<file path="config.mk">
export PLATFORM = sky130hd
export DESIGN_NAME = rf_write_arbiter
export DESIGN_NICKNAME = d
export VERILOG_FILES = /design/src/rtl/rf_write_arbiter.sv
export SDC_FILE = /design/constraint.sdc
export NUM_CORES = 1
export LEC_CHECK = 0
export ABC_AREA = 1
export BUFFER_PORTS_ARGS = -buffer_cell sky130_fd_sc_hd__buf_2
export CELL_PAD_IN_SITES_DETAIL_PLACEMENT = 0
export CELL_PAD_IN_SITES_GLOBAL_PLACEMENT = 1
export CORE_MARGIN = 2
export CORE_UTILIZATION = 31
export DETAILED_ROUTE_END_ITERATION = 12
export HOLD_SLACK_MARGIN = 0.05
export PLACE_DENSITY = 0.89
export SKIP_CTS_REPAIR_TIMING = 1
export SLEW_MARGIN = 20
export SYNTH_ARGS = -nofsm -noshare
export SYNTH_HDL_FRONTEND = slang
export SYNTH_SLANG_ARGS = --single-unit
</file>
<file path="constraint.sdc">
create_clock -name CLK -period 1.9 [get_ports CLK]
set_input_delay 0.095 -clock CLK [delete_from_list [all_inputs] [get_ports CLK]]
set_output_delay 0.095 -clock CLK [all_outputs]
set_load 0.01 [all_outputs]
</file>
<file path="src/rtl/rf_write_arbiter.sv">
// rtl/rf_write_arbiter.sv - register file write-port owner: post-reset clear, round-robin writeback arbiter, RAW hazard flags
module rf_write_arbiter #(
    parameter int ADDR_W   = 5,
    parameter int DATA_W   = 32,
    parameter int NUM_REGS = 32
) (
    input  logic              CLK,
    input  logic              RST,
    input  logic              A_VALID,
    output logic              A_READY,
    input  logic [ADDR_W-1:0] A_ADDR,
    input  logic [DATA_W-1:0] A_DATA,
    input  logic              B_VALID,
    output logic              B_READY,
    input  logic [ADDR_W-1:0] B_ADDR,
    input  logic [DATA_W-1:0] B_DATA,
    input  logic [ADDR_W-1:0] RD_ADDR1,
    input  logic [ADDR_W-1:0] RD_ADDR2,
    output logic              HAZARD1,
    output logic              HAZARD2,
    output logic              WR_EN,
    output logic [ADDR_W-1:0] WR_ADDR,
    output logic [DATA_W-1:0] WR_DATA,
    output logic              BUSY
);

    // Counter must reach NUM_REGS itself, which marks the end of the clear pass.
    localparam int CNT_W = $clog2(NUM_REGS + 1);

    typedef enum logic {
        CLEAR,
        RUN
    } state_t;

    state_t              state;
    state_t              state_nx;
    logic [CNT_W-1:0]    clr_cnt;
    logic [CNT_W-1:0]    clr_cnt_nx;
    logic                last_b;
    logic                last_b_nx;
    logic                wr_en_nx;
    logic [ADDR_W-1:0]   wr_addr_nx;
    logic [DATA_W-1:0]   wr_data_nx;
    logic                grant_a;
    logic                grant_b;

    // Round-robin grant: a lone requester always wins, contention goes to whoever did not win last.
    always_comb begin
        grant_a = 1'b0;
        grant_b = 1'b0;
        if (state == RUN) begin
            grant_a = A_VALID && (!B_VALID || last_b);
            grant_b = B_VALID && (!A_VALID || !last_b);
        end
    end

    assign A_READY = grant_a;
    assign B_READY = grant_b;
    assign BUSY    = (state == CLEAR);

    // A read of x0 never hazards because x0 is hardwired and never written.
    assign HAZARD1 = WR_EN && (WR_ADDR == RD_ADDR1) && (RD_ADDR1 != '0);
    assign HAZARD2 = WR_EN && (WR_ADDR == RD_ADDR2) && (RD_ADDR2 != '0);

    // Next-state and output-stage load: clear walk in CLEAR, winner capture in RUN.
    always_comb begin
        state_nx   = state;
        clr_cnt_nx = clr_cnt;
        last_b_nx  = last_b;
        wr_en_nx   = 1'b0;
        wr_addr_nx = WR_ADDR;
        wr_data_nx = WR_DATA;
        case (state)
            CLEAR: begin
                if (clr_cnt == CNT_W'(NUM_REGS)) begin
                    state_nx = RUN;
                end else begin
                    wr_en_nx   = 1'b1;
                    wr_addr_nx = ADDR_W'(clr_cnt);
                    wr_data_nx = '0;
                    clr_cnt_nx = clr_cnt + CNT_W'(1);
                end
            end
            RUN: begin
                // Writes to x0 are accepted but never reach the register file.
                if (grant_a) begin
                    wr_en_nx   = (A_ADDR != '0);
                    wr_addr_nx = A_ADDR;
                    wr_data_nx = A_DATA;
                    last_b_nx  = 1'b0;
                end else if (grant_b) begin
                    wr_en_nx   = (B_ADDR != '0);
                    wr_addr_nx = B_ADDR;
                    wr_data_nx = B_DATA;
                    last_b_nx  = 1'b1;
                end
            end
            default: state_nx = CLEAR;
        endcase
    end

    // State, clear counter, fairness bit and registered write port; reset restarts the clear pass.
    always_ff @(posedge CLK or posedge RST) begin
        if (RST) begin
            state   <= CLEAR;
            clr_cnt <= CNT_W'(1);
            last_b  <= 1'b1;
            WR_EN   <= 1'b0;
            WR_ADDR <= '0;
            WR_DATA <= '0;
        end else begin
            state   <= state_nx;
            clr_cnt <= clr_cnt_nx;
            last_b  <= last_b_nx;
            WR_EN   <= wr_en_nx;
            WR_ADDR <= wr_addr_nx;
            WR_DATA <= wr_data_nx;
        end
    end

endmodule

</file>
==> reports/results.tsv <==
metric	value	unit
Synthesis Warnings	0	
vias per cell	4.62	
Fmax achieved	0.578	GHz
effective utilization at floorplan	0.317	
initial antenna violation count	0	
largest fanout on the critical path	28	
post-layout instance count excluding filler cells	630	
core footprint	0.00864	mm2
Compound-Gate Fraction of Synth Area	0.0224	
Syn Nets	484	
clock buffer depth	2	
die width	98.0	um
Die H	98.0	um
placed cells	621	
DRT Pass-1 Iters	4	
Setup crit end kind	output pin	
DRT Wirelength	7630	um
First DRT Iteration DRCs	91	
largest family of logic cells by synthesized area	simple AND/OR/NAND/NOR gates	
largest net degree at the start of global routing	43	
max cap viols	0	
Synth Area in Simple Gates	0.427	
number of I/O pins	131	
DRC Markers	0	
share of the clock period used by the worst path	0.910	
Critical Path Start Type	register	
Fin. Hold Viols	0	
Final Setup Violations	0	
Worst Reg2Reg Path Length in Cells	8	
vias in the first global route	2740	
Root Driver	clkbuf_8	
Post-synth ARST share	1.00	
Slew HR	0.712	
I/O Buffers	130	
dpl hpwl	5780	um
Worst Max-Slew Pin Slew	0.432	ns
TNS Setup	0	ns
fin area	0.00361	mm2
Hold Path Depth	3	
final hold slack	0.0751	ns
first-pass GRT wire length	12600	um
Leakage Power	0.00214	uW
Final min period	1.73	ns
Mapped Cells	394	
RSZ-0062 raised after global routing	no	
VDD IR-drop max	0.276	mV
layout cells sized above 1	0.307	
WP data required	1.80	ns
Post-synth EDFFs	0	
global route overflow	0	
post-synthesis area per instance	6.95	um2
pwr/cell area	681	mW/mm2
Layout Area Growth over Synthesis	32.0	%
Final Max Tran Viols	0	
Synth cell types	25	
clock sinks	46	
critical path arrival	1.63	ns
post-synthesis register bit count	46	
Reg clk slew, reported paths	0.08	ns
die area	0.00960	mm2
GRT Util Overall	0.159	
Placer Congestion	0.856	
Clock Skew	0.00713	ns
run status	finished clean	
mux contribution to synthesized area	0	
worst-skew pair later-pin latency	0.30	ns
Num CTS Buffers	5	
ANT cells	0	
Hold Path Class	in -> reg	
Tot Pwr	2460	uW
ys flop type	dfrtp_1	
sequential share of the synthesized area	0.421	
mapped cell area	0.00274	mm2
NumNets Final	611	
CTS HTree Levels	2	
Post-Synth XOR/XNOR Area	0.0224	
TritonCTS clock tree	built	
DR vias	2911	
wire per inst	12.1	um
# rows	34	
dpl cell area	0.00350	mm2
adder-cell area share of the yosys netlist	0.00914	
DRT antenna net count	0	
crit path kind	reg -> out	
-- metal layers --
layer  global-route usage  wire length, um
met1                0.195             3360
met2                0.282             3700
met3               0.0322              461
met4               0.0427              104
met5                    0                0
-- through the flow --
stage / util / setup WS [ns]
6_report: 0.419 / 0.170
5_1_grt: 0.419 / 0.0457
4_1_cts: 0.417 / 0.169
3_5_place_dp: 0.405 / 0.231
3_3_place_gp: 0.405 / 0.289
2_1_floorplan: - / 0.424
-- registers in the layout, summed over array words and instances (netlist names) --
register  flops
WR_DATA      32
clr_cnt       6
WR_ADDR       5
WR_EN         1
last_b        1
state         1
-- kinds of logic (layout without fill, tap and decap cells) --
logic type	count (synthesis)	after routing
DFF	46	46
xor gates and xnor gates	7	7
buffers and inverters	53	181
and+or+nand+nor	274	274
adders and majority gates	2	2
AOI/OAI and AO/OA	12	12
-- cells in the final DEF, fill, tap and decap left out --
| cell type | netlist | layout |
|---|---|---|
| clkbuf_1 | 0 | 2 |
| o21ai_1 | 2 | 1 |
| nor2_1 | 9 | 9 |
| nand4_1 | 2 | 2 |
| clkinv_2 | 1 | 1 |
| dfrtp_1 | 44 | 44 |
| buf_4 | 5 | 10 |
| o21ai_4 | 0 | 1 |
| dlygate4sd3_1 | 0 | 1 |
| o22ai_1 | 1 | 1 |
| bufinv_16 | 0 | 1 |
| ha_1 | 2 | 2 |
| xnor2_1 | 3 | 3 |
| a21oi_1 | 3 | 3 |
| nor3_1 | 1 | 1 |
| buf_12 | 0 | 2 |
| buf_2 | 14 | 130 |
| inv_4 | 1 | 1 |
| nand3_1 | 87 | 87 |
| o21ai_0 | 6 | 6 |
| nand2_1 | 166 | 166 |
| nand3b_1 | 2 | 2 |
| or2_0 | 2 | 2 |
| inv_2 | 1 | 2 |
| dfstp_2 | 2 | 2 |
| nand2_2 | 4 | 4 |
| xor2_1 | 4 | 4 |
| clkbuf_8 | 0 | 5 |
| inv_1 | 27 | 26 |
| or2_2 | 1 | 1 |
-- final cells by class --
type | instances | area [um2]
inverter | 30 | 116
timing repair buffer | 143 | 776
clock inverter | 1 | 30.0
multi-input combinational | 295 | 1330
sequential | 46 | 1150
fill | 918 | 5020
tap | 108 | 135
clock buffer | 7 | 76.3
-- Yosys cell counts (2+ instances only) --
library cell / count / area [um2]
nand2_1: 166 / 623
nand3_1: 87 / 435
dfrtp_1: 44 / 1100
inv_1: 27 / 101
buf_2: 14 / 70.1
nor2_1: 9 / 33.8
o21ai_0: 6 / 30.0
buf_4: 5 / 37.5
buf_6: 4 / 45.0
nand2_2: 4 / 25.0
xor2_1: 4 / 35.0
a21oi_1: 3 / 15.0
xnor2_1: 3 / 26.3
dfstp_2: 2 / 52.6
ha_1: 2 / 25.0
nand3b_1: 2 / 15.0
nand4_1: 2 / 12.5
o21ai_1: 2 / 10.0
or2_0: 2 / 12.5
-- path summary, 6_finish.rpt --
kind	from	to	slack, ns
setup / recovery	last_b	A_READY	0.17
setup reg to reg	clr_cnt[0]	WR_DATA[8]	0.21
hold / removal	A_ADDR[3]	WR_EN	0.08
min in group asynchronous	RST	WR_DATA[22]	0.32
max in group asynchronous	RST	last_b	0.95
hold reg to reg	clr_cnt[5]	clr_cnt[5]	0.48
-- critical path, cell delays in order, from the launching register on --
cell	delay, ns
dfstp_2	0.54
inv_1	0.04
nand2_1	0.17
nand2_2	0.10
clkinv_2	0.14
buf_12	0.18
buf_2	0.15
-- where the power goes --
| part | switching (uW) | internal (uW) | leakage [uW] | total (uW) |
|---|---|---|---|---|
| clock network | 315 | 394 | 0.0000524 | 709 |
| registers | 65.3 | 1080 | 0.000554 | 1140 |
| logic | 344 | 269 | 0.00153 | 612 |
(Power assumes the default switching activity.)
